--- src/rtl/spi_flash_resp_pkg.sv ---
// Shared types and constants for the SPI NOR flash responder.
// Latency: n/a (declarations only).
// Backpressure: n/a.
package spi_flash_resp_pkg;

   typedef enum logic [2:0] {
      ST_IDLE,
      ST_CMD,
      ST_ADDR,
      ST_WDATA,
      ST_RDATA,
      ST_ID,
      ST_STATUS,
      ST_IGNORE
   } state_e;

   localparam logic [7:0] OP_RDID = 8'h9F;
   localparam logic [7:0] OP_RDSR = 8'h05;
   localparam logic [7:0] OP_WREN = 8'h06;
   localparam logic [7:0] OP_WRDI = 8'h04;
   localparam logic [7:0] OP_READ = 8'h03;
   localparam logic [7:0] OP_PP   = 8'h02;

   // Status register bit positions
   localparam int SR_WIP = 0;
   localparam int SR_WEL = 1;

   // Address bytes that follow READ / PP
   localparam int ADDR_BYTES = 3;

endpackage

--- src/rtl/spi_pin_sampler.sv ---
// Brings csn/sck/mosi into the system clock domain and derives edge strobes.
// Latency: two clocks of synchronizer delay; strobes are one-cycle pulses.
// Backpressure: none; the SPI master owns the pace.
module spi_pin_sampler (
   input  logic clock,
   input  logic rst,
   input  logic spi_csn,
   input  logic spi_sck,
   input  logic spi_mosi,
   output logic csn_hi,
   output logic csn_fall,
   output logic sck_rise,
   output logic sck_fall,
   output logic mosi
);

   logic [2:0] csn_q, csn_d;
   logic [2:0] sck_q, sck_d;
   logic [1:0] mosi_q, mosi_d;

   // Shift each pin through its synchronizer chain (bit 0 is the first stage)
   always_comb begin
      csn_d  = {csn_q[1:0], spi_csn};
      sck_d  = {sck_q[1:0], spi_sck};
      mosi_d = {mosi_q[0], spi_mosi};
   end

   // Synchronizer flops; csn resets high so no false select is seen after reset
   always_ff @(posedge clock) begin
      if (rst) begin
         csn_q  <= 3'b111;
         sck_q  <= 3'b000;
         mosi_q <= 2'b00;
      end else begin
         csn_q  <= csn_d;
         sck_q  <= sck_d;
         mosi_q <= mosi_d;
      end
   end

   assign csn_hi   = csn_q[1];
   assign csn_fall = csn_q[2] & ~csn_q[1];
   assign sck_rise = sck_q[1] & ~sck_q[2];
   assign sck_fall = ~sck_q[1] & sck_q[2];
   assign mosi     = mosi_q[1];

endmodule

--- src/rtl/spi_flash_responder.sv ---
// SPI NOR flash target: decodes RDID/RDSR/WREN/WRDI/READ/PP and drives an external SRAM.
// Latency: mem_re/mem_we one clock after the completing sck rise; read data loaded before the next fall.
// Backpressure: none; MISO is ready in time for any sck at most clock/4.
module spi_flash_responder
   import spi_flash_resp_pkg::*;
#(
   parameter int          ASIZE       = 24,
   parameter int          DSIZE       = 8,
   parameter logic [23:0] JEDEC_ID    = 24'hEF4018,
   parameter int          PAGE_BITS   = 8,
   parameter int          PROG_CYCLES = 64
) (
   input  logic             clock,
   input  logic             rst,
   input  logic             spi_csn,
   input  logic             spi_sck,
   input  logic [3:0]       spi_dq_i,
   output logic [3:0]       spi_dq_o,
   output logic [3:0]       spi_dq_oe,
   output logic [ASIZE-1:0] mem_addr,
   output logic [DSIZE-1:0] mem_wdata,
   output logic             mem_we,
   output logic             mem_re,
   input  logic [DSIZE-1:0] mem_rdata,
   output logic             wip,
   output logic             wel,
   output logic             cmd_err
);

   localparam int         BUSY_W   = $clog2(PROG_CYCLES + 1);
   localparam logic [2:0] LAST_BIT = 3'(DSIZE - 1);

   logic csn_hi, csn_fall, sck_rise, sck_fall, mosi;

   // Only IO0 is used in single-bit SPI mode
   wire unused_dq = ^spi_dq_i[3:1];

   spi_pin_sampler u_sampler (
      .clock    (clock),
      .rst      (rst),
      .spi_csn  (spi_csn),
      .spi_sck  (spi_sck),
      .spi_mosi (spi_dq_i[0]),
      .csn_hi   (csn_hi),
      .csn_fall (csn_fall),
      .sck_rise (sck_rise),
      .sck_fall (sck_fall),
      .mosi     (mosi)
   );

   state_e             state_q, state_d;
   logic [2:0]         bit_cnt_q, bit_cnt_d;
   logic [DSIZE-2:0]   shift_q, shift_d;
   logic [DSIZE-1:0]   out_q, out_d;
   logic               miso_q, miso_d;
   logic               oe_q, oe_d;
   logic [ASIZE-1:0]   addr_q, addr_d;
   logic [1:0]         abyte_q, abyte_d;
   logic               is_pp_q, is_pp_d;
   logic [1:0]         id_idx_q, id_idx_d;
   logic               wrote_q, wrote_d;
   logic               wip_q, wip_d;
   logic               wel_q, wel_d;
   logic [BUSY_W-1:0]  busy_q, busy_d;
   logic               cmd_err_q, cmd_err_d;
   logic [ASIZE-1:0]   mem_addr_q, mem_addr_d;
   logic [DSIZE-1:0]   mem_wdata_q, mem_wdata_d;
   logic               mem_we_q, mem_we_d;
   logic               mem_re_q, mem_re_d;
   logic               rd_vld_q, rd_vld_d;

   logic [DSIZE-1:0]   rx_byte;
   logic [DSIZE-1:0]   tx_byte;
   logic [DSIZE-1:0]   status_byte;

   // Next-state logic: framing, command decode, SRAM strobes, busy timer and MISO
   always_comb begin
      state_d     = state_q;
      bit_cnt_d   = bit_cnt_q;
      shift_d     = shift_q;
      out_d       = out_q;
      miso_d      = miso_q;
      addr_d      = addr_q;
      abyte_d     = abyte_q;
      is_pp_d     = is_pp_q;
      id_idx_d    = id_idx_q;
      wrote_d     = wrote_q;
      wip_d       = wip_q;
      wel_d       = wel_q;
      busy_d      = busy_q;
      cmd_err_d   = 1'b0;
      mem_addr_d  = mem_addr_q;
      mem_wdata_d = mem_wdata_q;
      mem_we_d    = 1'b0;
      mem_re_d    = 1'b0;
      rd_vld_d    = mem_re_q;

      rx_byte     = {shift_q, mosi};
      // SRAM data lands the cycle after mem_re; bypass it so a coincident fall sees it
      tx_byte     = rd_vld_q ? mem_rdata : out_q;
      status_byte = '0;
      status_byte[SR_WIP] = wip_q;
      status_byte[SR_WEL] = wel_q;

      if (wip_q) begin
         if (busy_q == BUSY_W'(1)) begin
            wip_d  = 1'b0;
            wel_d  = 1'b0;
            busy_d = '0;
         end else begin
            busy_d = busy_q - BUSY_W'(1);
         end
      end

      if (rd_vld_q) begin
         out_d = mem_rdata;
      end

      if (csn_hi) begin
         state_d   = ST_IDLE;
         bit_cnt_d = '0;
         shift_d   = '0;
         miso_d    = 1'b0;
         wrote_d   = 1'b0;
         if (state_q == ST_WDATA) begin
            if (wrote_q) begin
               wip_d  = 1'b1;
               busy_d = BUSY_W'(PROG_CYCLES);
            end else begin
               wel_d  = 1'b0;
            end
         end
      end else if (csn_fall) begin
         state_d   = ST_CMD;
         bit_cnt_d = '0;
         shift_d   = '0;
      end else begin
         if (sck_fall && (state_q == ST_ID || state_q == ST_STATUS || state_q == ST_RDATA)) begin
            miso_d = tx_byte[LAST_BIT - bit_cnt_q];
         end
         if (sck_rise && state_q != ST_IDLE) begin
            bit_cnt_d = bit_cnt_q + 3'd1;
            shift_d   = rx_byte[DSIZE-2:0];
            if (bit_cnt_q == LAST_BIT) begin
               case (state_q)
                  ST_CMD: begin
                     if (wip_q && rx_byte != OP_RDSR) begin
                        cmd_err_d = 1'b1;
                        state_d   = ST_IGNORE;
                     end else begin
                        case (rx_byte)
                           OP_RDID: begin
                              state_d  = ST_ID;
                              out_d    = JEDEC_ID[23:16];
                              id_idx_d = 2'd1;
                           end
                           OP_RDSR: begin
                              state_d = ST_STATUS;
                              out_d   = status_byte;
                           end
                           OP_WREN: begin
                              wel_d   = 1'b1;
                              state_d = ST_IGNORE;
                           end
                           OP_WRDI: begin
                              wel_d   = 1'b0;
                              state_d = ST_IGNORE;
                           end
                           OP_READ: begin
                              state_d = ST_ADDR;
                              is_pp_d = 1'b0;
                              abyte_d = '0;
                           end
                           OP_PP: begin
                              if (wel_q) begin
                                 state_d = ST_ADDR;
                                 is_pp_d = 1'b1;
                                 abyte_d = '0;
                              end else begin
                                 cmd_err_d = 1'b1;
                                 state_d   = ST_IGNORE;
                              end
                           end
                           default: begin
                              cmd_err_d = 1'b1;
                              state_d   = ST_IGNORE;
                           end
                        endcase
                     end
                  end
                  ST_ADDR: begin
                     addr_d  = {addr_q[ASIZE-DSIZE-1:0], rx_byte};
                     abyte_d = abyte_q + 2'd1;
                     if (abyte_q == 2'(ADDR_BYTES - 1)) begin
                        abyte_d = '0;
                        if (is_pp_q) begin
                           state_d = ST_WDATA;
                        end else begin
                           state_d    = ST_RDATA;
                           mem_re_d   = 1'b1;
                           mem_addr_d = {addr_q[ASIZE-DSIZE-1:0], rx_byte};
                        end
                     end
                  end
                  ST_WDATA: begin
                     mem_we_d    = 1'b1;
                     mem_wdata_d = rx_byte;
                     mem_addr_d  = addr_q;
                     wrote_d     = 1'b1;
                     // Offset wraps inside the page; page bits are untouched
                     addr_d[PAGE_BITS-1:0] = addr_q[PAGE_BITS-1:0] + PAGE_BITS'(1);
                  end
                  ST_RDATA: begin
                     addr_d     = addr_q + ASIZE'(1);
                     mem_addr_d = addr_q + ASIZE'(1);
                     mem_re_d   = 1'b1;
                  end
                  ST_ID: begin
                     case (id_idx_q)
                        2'd0:    out_d = JEDEC_ID[23:16];
                        2'd1:    out_d = JEDEC_ID[15:8];
                        default: out_d = JEDEC_ID[7:0];
                     endcase
                     id_idx_d = (id_idx_q == 2'd2) ? 2'd0 : id_idx_q + 2'd1;
                  end
                  ST_STATUS: begin
                     out_d = status_byte;
                  end
                  default: ;
               endcase
            end
         end
      end

      oe_d = !csn_hi && (state_d == ST_ID || state_d == ST_STATUS || state_d == ST_RDATA);
   end

   // State and registered outputs
   always_ff @(posedge clock) begin
      if (rst) begin
         state_q     <= ST_IDLE;
         bit_cnt_q   <= '0;
         shift_q     <= '0;
         out_q       <= '0;
         miso_q      <= 1'b0;
         oe_q        <= 1'b0;
         addr_q      <= '0;
         abyte_q     <= '0;
         is_pp_q     <= 1'b0;
         id_idx_q    <= '0;
         wrote_q     <= 1'b0;
         wip_q       <= 1'b0;
         wel_q       <= 1'b0;
         busy_q      <= '0;
         cmd_err_q   <= 1'b0;
         mem_addr_q  <= '0;
         mem_wdata_q <= '0;
         mem_we_q    <= 1'b0;
         mem_re_q    <= 1'b0;
         rd_vld_q    <= 1'b0;
      end else begin
         state_q     <= state_d;
         bit_cnt_q   <= bit_cnt_d;
         shift_q     <= shift_d;
         out_q       <= out_d;
         miso_q      <= miso_d;
         oe_q        <= oe_d;
         addr_q      <= addr_d;
         abyte_q     <= abyte_d;
         is_pp_q     <= is_pp_d;
         id_idx_q    <= id_idx_d;
         wrote_q     <= wrote_d;
         wip_q       <= wip_d;
         wel_q       <= wel_d;
         busy_q      <= busy_d;
         cmd_err_q   <= cmd_err_d;
         mem_addr_q  <= mem_addr_d;
         mem_wdata_q <= mem_wdata_d;
         mem_we_q    <= mem_we_d;
         mem_re_q    <= mem_re_d;
         rd_vld_q    <= rd_vld_d;
      end
   end

   assign spi_dq_o  = {2'b00, miso_q, 1'b0};
   assign spi_dq_oe = {2'b00, oe_q, 1'b0};
   assign mem_addr  = mem_addr_q;
   assign mem_wdata = mem_wdata_q;
   assign mem_we    = mem_we_q;
   assign mem_re    = mem_re_q;
   assign wip       = wip_q;
   assign wel       = wel_q;
   assign cmd_err   = cmd_err_q;

endmodule

--- config.mk ---
export PLATFORM = sky130hd
export DESIGN_NAME = spi_flash_responder
export DESIGN_NICKNAME = d
export VERILOG_FILES = /design/src/rtl/spi_flash_resp_pkg.sv /design/src/rtl/spi_pin_sampler.sv /design/src/rtl/spi_flash_responder.sv
export SDC_FILE = /design/constraint.sdc
export NUM_CORES = 1
export LEC_CHECK = 0
export CAP_MARGIN = 20
export CORE_MARGIN = 10
export CORE_UTILIZATION = 57
export DETAILED_ROUTE_END_ITERATION = 7
export PLACE_DENSITY_LB_ADDON = 0.1
export SYNTH_ARGS = -nofsm -noshare
export SYNTH_HDL_FRONTEND = slang
export SYNTH_HIERARCHICAL = 1
export SYNTH_SLANG_ARGS = --single-unit
--- constraint.sdc ---
create_clock -name clock -period 2.6 [get_ports clock]
set_clock_uncertainty 0.1 [all_clocks]
set_input_delay 0.52 -clock clock [delete_from_list [all_inputs] [get_ports clock]]
set_output_delay 0.52 -clock clock [all_outputs]
set_load 0.03 [all_outputs]
# Yosys cells after proc, flatten, opt, wreduce, memory -nomap -nowiden
# Cells that the tools add are included.
# Widths: inputs -> output; s select.
[classes] bitwise_logic=11 n_addsub=7 eq_ne=28 n_reduce_logical=30 mux=65 magnitude_cmp=1
[ops] operator="$pmux 24 s3" count=1
[ops] operator="$mux 24" count=2
[ops] operator="$mux 8" count=6
[ops] operator="$pmux 8 s3" count=2
[ops] operator="$mux 7" count=5
[ops] operator="$pmux 16 s2" count=1
[ops] operator="$pmux 8 s2" count=2
[ops] operator="$add 24x1->24 const B" count=1
[ops] operator="$eq 8x3->1 const B" count=3
[ops] operator="$mux 3" count=8
[ops] operator="$mux 1" count=22
[ops] operator="$eq 3x3->1 const B" count=7
[ops] operator="$eq 8x2->1 const B" count=2
[ops] operator="$reduce_and 8->1" count=2
[ops] operator="$reduce_and 5->1" count=3
[ops] operator="$reduce_and 7->1" count=2
[ops] operator="$mux 2" count=6
[ops] operator="$pmux 2 s2" count=3
[ops] operator="$pmux 3 s4" count=1
[ops] operator="$reduce_or 5->1" count=2
[ops] operator="$add 8x1->8 const B" count=1
[ops] operator="$eq 8x8->1 const B" count=1
[ops] operator="$ne 2x2->1 const B" count=4
[ops] operator="$ne 8x3->1 const B" count=1
[ops] operator="29 further kinds" count=54
[totals] out_inout_bits=45 regBits=106 input_bits=16 elab_cells=166

# Logic depth before layout (Yosys ltp)
# Gate-level depths: netlist of the first run.
[depth] word_depth=12 depth_mapped=8

# Hierarchy
# The synthesis of the first run kept the hierarchy.
[modules_own_cells] module="spi_flash_responder" seq_area_each_um2=1961.9 cells_each=720 area_per_inst_um2=5624.1 instances=1
[modules_own_cells] module="spi_pin_sampler" seq_area_each_um2=160.2 cells_each=19 area_per_inst_um2=229.0 instances=1

# Worst setup path before layout of the first run
# OpenSTA, ideal clock, no wires.
[synth_timing] path_kind="reg-to-reg" from="reg addr_q[1]" to="reg addr_q[20]" path_slack_ps=395 path_stages_with_launch=8 required_ps=2358 synth_period_minus_slack_ps=2205 arrival_ps=1962 cell_sequence="dfxtp_1 > ha_1 > nand3_1 > or4_1 > buf_2 > o31a_1 > o21ai_1 > a311oi_1"
[synth_via] elab_chain_cells=2
[synth_lines] item="from (decl)" line_no="spi_flash_responder.sv:57" text="logic [ASIZE-1:0] addr_q, addr_d;"
[synth_lines] item="from (signal assigned)" line_no="spi_flash_responder.sv:268" text="addr_q <= addr_d;"
[synth_lines] item="$add 24x1->24" line_no="spi_flash_responder.sv:214" text="addr_d = addr_q + ASIZE'(1);"
[synth_lines] item="$pmux 16 s2" line_no="spi_flash_responder.sv:145" text="case (state_q)"
# No other way between the ends.
# A chain may end at the register's enable or synchronous reset.

# Worst setup path in the final report of the first run
[layout_timing] from="reg state_q[0]" to="reg addr_q[5]"
[layout_via] elab_chain_cells=3 word_cells_on_any_way=8 cone_classes="eq/ne: 3; mux: 1; reduce/logical: 4"
[layout_lines] item="from (decl)" line_no="spi_flash_responder.sv:51" text="state_e state_q, state_d;"
[layout_lines] item="from (signal assigned)" line_no="spi_flash_responder.sv:262" text="state_q <= state_d;"
[layout_lines] item="$eq 3x2->1, or another cell as far along" line_no="spi_flash_responder.sv:145"
[layout_lines] item="$reduce_bool 3->1 (no source line) or $logic_and 1x1->1 (tied branches)"
[layout_lines] item="$reduce_and 5->1 (no source line)"
# Several ways; a longest one is shown, not always the timed one.

==> results_dict.tcl, run 1 <==
set metrics [dict create \
    cts-root-buf "clkbuf_8" \
    critPathKind "flip-flop to flip-flop" \
    post_cts_buffers 0 \
    synth-edff-count 0 \
    cts.sinks 106 \
    p_per_area_mw_per_mm2 394 \
    leakage_nw 2.16 \
    clk_latency_ns 0.40 \
    num-fill-cells 852 \
    setup_tns_ns 0 \
    maxCapViolCount 0 \
    max_stage_delay_ns 0.43 \
    cts_tree "yes" \
    post_route_cells_drive_above_1_share_pct 11.3 \
    rows 36 \
    critical-path-slowest-cell "dfxtp_1" \
    cp-end-kind "flip-flop" \
    cts_buffers 9 \
    area_delta_synth_final_pct 15.6 \
    busiest_layer "met2" \
    n_antenna_cell 0 \
    yosysWarnings 6 \
    route.detailed.drc 0 \
    design.die.area_mm2 0.0147 \
    cts_buffer_depth 2 \
    period_share_pct 91.8 \
    wl_um 16500 \
    finalHoldViolations 0 \
    crit_arrival_ns 2.61 \
    slew_viol_final 0 \
    status "completed" \
    coreArea_mm2 0.00991 \
    cp.required_ns 2.83 \
    crit_family "buffers and inverters" \
    first_iter_violations 677 \
    grt_pass1_vias 5506 \
    path_clk_slew_ns 0.11 \
    post_drt_wl_per_cell_um 18.0 \
    final_nets 804 \
    die_w_um 121 \
    cp-start-kind "flip-flop" \
    cp_common_cell "buf_4" \
    crit_path_max_fanout 37 \
    ctsHtreeMaxLevel 3 \
    synth_area_mm2 0.00585 \
    async_flop_share_pct 0 \
    antenna_found_initial 0 \
    finish.utilization_pct 68.3 \
    start_util_pct 59.1 \
    grt.total_usage_pct 22.5 \
    gp_congestion 0.951 \
    via_per_inst 6.28 \
    synth_flop_cell "dfxtp_1" \
    grt_pass1_wl_um 27500 \
    fin_crit_ns 2.39 \
    hold_buffers 0 \
    placement.io_buffers 51 \
    grt_max_degree 49 \
    ant_nets 0 \
    worst_slew_margin_rel_pct 60.1 \
    overflow 0 \
    netlist_instances 739 \
    use_met1_pct 27.6 \
    synth_cell_types 78 \
    die_y_um 121 \
    fmax_mhz 419 \
    worst_slew_pin_slew_ns 0.593 \
    dp_hpwl_um 11800 \
    use_met3_pct 4.56 \
    crit_buf_inv 3 \
    min_path_type "flip-flop to flip-flop" \
    postCtsResizedCells 0 \
    ir_drop_mv 0.457 \
    yosysSeqAreaShare_pct 36.3 \
    rsz0062_at_grt "no" \
    ios 61 \
    vias 5774 \
    drt_first_pass_iters 5 \
    use_met2_pct 37.7 \
    setup_viol 0 \
    avgSynthCellArea_um2 7.92 \
    ys_seq_elements 106 \
    path_cells "buf_4 > nor3b_2 > buf_4 > nor2_1 > buf_4 > or3_1 > a21o_1 > a21oi_1" \
]
-- per-stage QoR --
stage                     hold slack, ns  power (W)  setup slack (ns)  cells  cell area (µm²)
after floorplan                    0.283    0.00172             0.395    744             5870
after global placement             0.287    0.00175             0.172    905             6590
after detailed placement           0.297    0.00175             0.139    905             6590
after CTS                          0.322    0.00268             0.112    920             6750
after global routing               0.365    0.00275            0.0519    920             6760
final                              0.318    0.00267             0.213    920             6760
-- synth_stat cells (7+ instances only) --
master	count	share of area, %
nand3_1	35	3.0
buf_2	14	1.2
a311oi_1	12	1.8
and3_1	7	0.75
nor2_1	67	4.3
inv_1	9	0.58
nand4_1	10	1.1
nor2b_1	14	1.5
mux2i_1	11	1.9
nand2_1	79	5.1
a31oi_1	10	1.1
nor4_1	11	1.2
buf_4	8	1.0
nor3_1	24	2.1
a22oi_1	7	0.90
o21ai_0	32	2.7
a211oi_1	13	1.7
o21ai_1	7	0.60
clkbuf_1	42	2.7
dfxtp_1	106	36
a21oi_1	68	5.8
-- logic make-up (layout without fill, tap and decap cells) --
group                    Yosys count  count (layout)  share of synthesized area [%]
multiplexers                      20              20                           4.19
other                              1               6                         0.0641
AO/OA/AOI/OAI                    219             219                           24.8
XOR/XNOR                           8               8                           1.20
flip-flops                       106             106                           36.3
adder cells (fa/ha/maj)            5               5                           1.07
AND/OR/NAND/NOR                  302             302                           26.3
buffers and inverters             78             121                           6.07
-- report_power, final --
group / internal, W / leakage [nW] / switching (W) / total (W)
Clock: 0.000350 / 0.0790 / 0.000599 / 0.000949
Sequential: 0.00163 / 0.855 / 0.00000353 / 0.00163
Combinational: 0.0000305 / 1.22 / 0.0000553 / 0.0000858
Total: 0.00201 / 2.16 / 0.000657 / 0.00267
-- placed cells by master (no fill, tap or decap), drive strengths merged, types with 5 or more instances in the layout --
| cell type | n |
|---|---|
| nand4 | 10 |
| clkbuf | 10 |
| a31oi | 10 |
| nand2b | 5 |
| mux2 | 6 |
| buf | 47 |
| or3 | 5 |
| o31a | 5 |
| nand3 | 35 |
| conb | 6 |
| a211oi | 14 |
| a21o | 6 |
| inv | 10 |
| dfxtp | 106 |
| nor3b | 6 |
| nor2b | 14 |
| o21ai | 39 |
| nor3 | 26 |
| ha | 5 |
| a22oi | 7 |
| and3 | 7 |
| mux2i | 11 |
| nor2 | 67 |
| a21oi | 68 |
| xnor2 | 5 |
| o22ai | 5 |
| o31ai | 7 |
| nor4 | 13 |
| o311ai | 7 |
| nand2 | 79 |
| clkdlybuf4s50 | 50 |
| a311oi | 12 |
| and4 | 5 |
| or2 | 6 |
-- layer usage --
layer | wire length [µm] | part of all wire [%] | up-vias
met1 | 7010 | 42 | 2721
met5 | 0 | 0 | -
met4 | 337 | 2.0 | 0
li1 | - | - | 2804
met2 | 8170 | 49 | 218
met3 | 1010 | 6.1 | 31
-- worst paths after layout --
kind	cells after the start	slack, ns	start	endpoint
worst max-delay path	8	0.21	state_q[0]	addr_q[5]
worst min-delay path	1	0.32	u_sampler/csn_q[0]	u_sampler/csn_q[1]
worst max register to register	8	0.21	state_q[0]	addr_q[5]
worst min register to register	1	0.32	u_sampler/csn_q[0]	u_sampler/csn_q[1]
-- flip-flops by register name (all words and copies together), names as in the netlist, 2 cells and up --
signal and cells:
id_idx_q 2, out_q 8, u_sampler/csn_q 3, u_sampler/sck_q 3
shift_q 7, busy_q 7, mem_wdata 8, addr_q 24
bit_cnt_q 3, mem_addr 24, state_q 3, abyte_q 2
u_sampler/mosi_q 2
-- cell type report --
type / count / area (µm²) / share of cell area (%)
repair buffers: 97 / 863 / 12.8
clock inverters: 5 / 41.3 / 0.610
well taps: 133 / 166 / 2.46
inverters: 9 / 33.8 / 0.499
multi-input cells: 560 / 3410 / 50.4
clock buffers: 10 / 128 / 1.89
flip-flops and latches: 106 / 2120 / 31.4
No activity file was read; power rests on OpenSTA's default activity.
==> run 2: changes to the inputs <==
- PLACE_DENSITY: unset -> 0.87
- PLACE_DENSITY_LB_ADDON: 0.1 -> unset
==> results_dict.tcl, run 2 (synthesis gave the netlist of run 1 again) <==
set metrics [dict create \
    worst_slew_margin_rel_pct 60.9 \
    setup_viol 0 \
    coreArea_mm2 0.00991 \
    wl_um 17600 \
    crit_family "simple AND/OR/NAND/NOR gates" \
    ant_nets 0 \
    crit_arrival_ns 2.66 \
    slew_viol_final 0 \
    grt_pass1_vias 5843 \
    num-fill-cells 800 \
    ios 61 \
    cp-end-kind "flip-flop" \
    maxCapViolCount 0 \
    design.die.area_mm2 0.0147 \
    antenna_found_initial 0 \
    cts_buffers 9 \
    grt.total_usage_pct 23.4 \
    worst_slew_pin_slew_ns 0.582 \
    setup_tns_ns 0 \
    clk_latency_ns 0.40 \
    final_common_cell "dfxtp_1" \
    grt_pass1_wl_um 28600 \
    hold_buffers 0 \
    hp-start "u_sampler/csn_q[0]" \
    cp-start-kind "flip-flop" \
    finalHoldViolations 0 \
    n_antenna_cell 0 \
    whs_endpoint "u_sampler/csn_q[1]" \
    cts.sinks 106 \
    cts_tree "yes" \
    cts_buffer_depth 2 \
    worstReg2RegStart "addr_q[3]" \
    path_cells "nand3_1 > or4_1 > nor4_1 > o21ai_1 > a311oi_1" \
    final_nets 808 \
    ir_drop_mv 0.473 \
    rr_worst_depth 5 \
    cts-root-buf "clkbuf_8" \
    die_w_um 121 \
    min_path_type "flip-flop to flip-flop" \
    critPathKind "flip-flop to flip-flop" \
    holdPathStages 1 \
    status "completed" \
    rows 36 \
    placed_area_mm2 0.00662 \
    via_per_inst 6.58 \
    post_drt_wl_per_cell_um 19.1 \
    fin_cells 925 \
    vias 6084 \
    first_iter_violations 703 \
    dpl_worst_slack_ns 0.186 \
    drt_first_pass_iters 7 \
    area_delta_synth_final_pct 17.2 \
    overflow 0 \
    cp.required_ns 2.81 \
    route.detailed.drc 0 \
    placement.io_buffers 51 \
    p_per_area_mw_per_mm2 429 \
    final_cell_mix "dfxtp_1 (106), nand2_1 (79), a21oi_1 (68)" \
    path_clk_slew_ns 0.11 \
    fmax_mhz 407 \
    crit_buf_inv 0 \
    max_stage_delay_ns 0.75 \
    fin_crit_ns 2.45 \
    ctsHtreeMaxLevel 3 \
    grt_max_degree 55 \
    start_util_pct 59.1 \
    gp_congestion 0.999 \
    die_y_um 121 \
    leakage_nw 2.22 \
    rrSetupSlack_ns 0.15 \
    post_route_cells_drive_above_1_share_pct 11.6 \
    critical-path-slowest-cell "or4_1" \
    crit_path_max_fanout 10 \
    setup_slack_ns 0.146 \
    rsz0062_at_grt "no" \
    dp_hpwl_um 12400 \
    dp.cells 909 \
    period_share_pct 94.4 \
    final_area_mm2 0.00686 \
    r2r_end "addr_q[20]" \
]
[run 2: cell types whose count changed in the layout (fill, tap and decap cells not counted), moves of 2 or more]
cell        before  now
clkinvlp_4       2    0
inv_8            0    3
clkinv_4         2    0
bufinv_16        0    2
buf_4           45   49
[run 2: final cells by class]
class	count	area [µm²]	area share [%]
inverters	9	33.8	0.493
multi-input cells	560	3400	49.6
clock inverters	7	119	1.73
well taps	133	166	2.43
clock buffers	9	124	1.81
flip-flops and latches	106	2120	30.9
repair buffers	101	893	13.0
[run 2: what timing repair did]
item | CTS | global route
endpoints found under the setup margin | 0 | 1
buffers inserted | 0 | 0
resized for setup | 0 | 1
[run 2: through the flow]
stage / hold slack [ns] / total power, W / util (%)
global placement: 0.301 / 0.00175 / 66.8
CTS: 0.338 / 0.00295 / 69.2
detailed placement: 0.291 / 0.00175 / 66.8
global route: 0.361 / 0.00302 / 69.2
floorplan: 0.283 / 0.00172 / -
finish: 0.341 / 0.00294 / 69.2
[run 2: power breakdown]
group | total [W] | internal, W | switching, W
logic | 0.0000835 | 0.0000298 | 0.0000537
clock network | 0.00123 | 0.000574 | 0.000652
registers | 0.00163 | 0.00163 | 0.00000413
[run 2: worst max path at each step]
stage / from / end / slack [ns] / depth (start not counted)
finish: addr_q[3] / addr_q[20] / 0.15 / 5
global route: state_q[0] / oe_q / 0.03 / 6
CTS: shift_q[1] / oe_q / 0.15 / 5
detailed placement: shift_q[1] / oe_q / 0.19 / 5
global placement: shift_q[1] / oe_q / 0.27 / 5
floorplan: addr_q[1] / addr_q[20] / 0.40 / 7
[run 2: layer usage]
| layer | wire, µm | up-vias | share of wire, % | GRT usage (%) |
|---|---|---|---|---|
| met3 | 1410 | 57 | 8.0 | 6.14 |
| li1 | - | 2815 | - | - |
| met2 | 8710 | 296 | 49 | 40.1 |
| met1 | 6940 | 2916 | 39 | 26.3 |
| met4 | 590 | 0 | 3.3 | 12.0 |
| met5 | 0 | - | 0 | 0 |
[run 2: worst register-to-register path: cells and delay by family (launching register included)]
| kind | cells | cell delay (ns) |
|---|---|---|
| compound gates | 2 | 0.43 |
| flops | 1 | 0.54 |
| simple gates | 3 | 1.29 |
==> run 3: changes to the inputs <==
- CTS_CLUSTER_SIZE: unset -> 8
- clock period: 2.6 -> 2.8 ns (I/O delays scaled with it)
==> results_dict.tcl, run 3 (synthesis gave the netlist of run 1 again) <==
set metrics [dict create \
    dp.cells 902 \
    fmax_mhz 397 \
    coreArea_mm2 0.00991 \
    maxCapViolCount 0 \
    crit_arrival_ns 1.86 \
    area_delta_synth_final_pct 16.1 \
    ctsHtreeMaxLevel 3 \
    placement.io_buffers 51 \
    path_clk_slew_ns 0.11 \
    cts.sinks 106 \
    min_path_type "flip-flop to flip-flop" \
    final_area_mm2 0.00679 \
    dp_hpwl_um 12500 \
    die_w_um 121 \
    route.detailed.drc 0 \
    drt_first_pass_iters 6 \
    p_per_area_mw_per_mm2 399 \
    vias 6019 \
    grt_pass1_wl_um 28300 \
    gp_congestion 0.926 \
    die_y_um 121 \
    worst_slew_pin_slew_ns 0.593 \
    post_route_cells_drive_above_1_share_pct 10.8 \
    cp-end-kind "output pin" \
    overflow 0 \
    ir_drop_mv 0.378 \
    rrSetupSlack_ns 0.35 \
    placed_area_mm2 0.00656 \
    wl_um 17400 \
    design.die.area_mm2 0.0147 \
    crit_path_max_fanout 9 \
    via_per_inst 6.56 \
    cp.required_ns 2.14 \
    clk_latency_ns 0.39 \
    slew_viol_final 0 \
    ios 61 \
    rsz0062_at_grt "no" \
    worstReg2RegStart "bit_cnt_q[1]" \
    hold_buffers 0 \
    critPathKind "flip-flop to output pin" \
    worst_slew_margin_rel_pct 60.2 \
    postCtsResizedCells 0 \
    grt_pass1_vias 5669 \
    rows 36 \
    cts_buffers 9 \
    cts_buffer_depth 2 \
    final_nets 801 \
    leakage_nw 2.17 \
    critPathLaunch "wip" \
    crit_end "wip" \
    cts-root-buf "clkbuf_8" \
    n_antenna_cell 0 \
    ant_nets 0 \
    cp-start-kind "flip-flop" \
    setup_tns_ns 0 \
    r2r_end "wel" \
    final_common_cell "dfxtp_1" \
    post_drt_wl_per_cell_um 19.0 \
    period_share_pct 90.1 \
    setup_viol 0 \
    start_util_pct 59.1 \
    fin_cells 918 \
    post_cts_buffers 0 \
    cts_tree "yes" \
    fin_crit_ns 2.52 \
    antenna_found_initial 0 \
    final_cell_mix "dfxtp_1 (106), nand2_1 (79), a21oi_1 (68)" \
    grt.total_usage_pct 23.2 \
    first_iter_violations 730 \
    rr_worst_depth 7 \
    grt_max_degree 45 \
    fin_hold_ws_ns 0.321 \
    finalHoldViolations 0 \
    power.total_w 0.00271 \
    status "completed" \
]
run 3: metal layers:
layer	GRT usage (%)	part of all wire (%)
met1	28.1	41
met2	39.2	49
met3	5.58	8.3
met4	8.05	2.4
met5	0	0
run 3: through the flow:
step,worst slack [ns],utilization (%)
6_report,0.278,68.5
5_1_grt,0.142,68.5
3_5_place_dp,0.387,66.2
2_1_floorplan,0.595,-
3_3_place_gp,0.416,66.2
4_1_cts,0.278,68.5
run 3: critical path, cell delays in order (launching register included):
cell             delay [ns]
dfxtp_1                0.53
buf_4                  0.24
clkdlybuf4s50_1        0.69
run 3: worst min path at each step:
stage | depth (start not counted) | to | slack (ns) | from
2_1_floorplan | 1 | u_sampler/csn_q[1] | 0.28 | u_sampler/csn_q[0]
3_3_place_gp | 1 | u_sampler/csn_q[1] | 0.28 | u_sampler/csn_q[0]
3_5_place_dp | 1 | u_sampler/csn_q[1] | 0.30 | u_sampler/csn_q[0]
4_1_cts | 1 | u_sampler/csn_q[1] | 0.33 | u_sampler/csn_q[0]
5_1_grt | 1 | u_sampler/csn_q[1] | 0.35 | u_sampler/csn_q[0]
6_report | 1 | u_sampler/csn_q[1] | 0.32 | u_sampler/csn_q[0]
run 3: area by class of cell:
cell class	count	area (µm²)
clock inverter	7	106
multi-input combinational	560	3400
sequential	106	2120
inverter	9	33.8
clock buffer	9	124
fill	841	3120
tap	133	166
timing repair buffer	94	841
run 3: power by group:
part           internal (W)  switching [W]
sequential          0.00151     0.00000386
clock              0.000522       0.000595
combinational     0.0000276      0.0000502
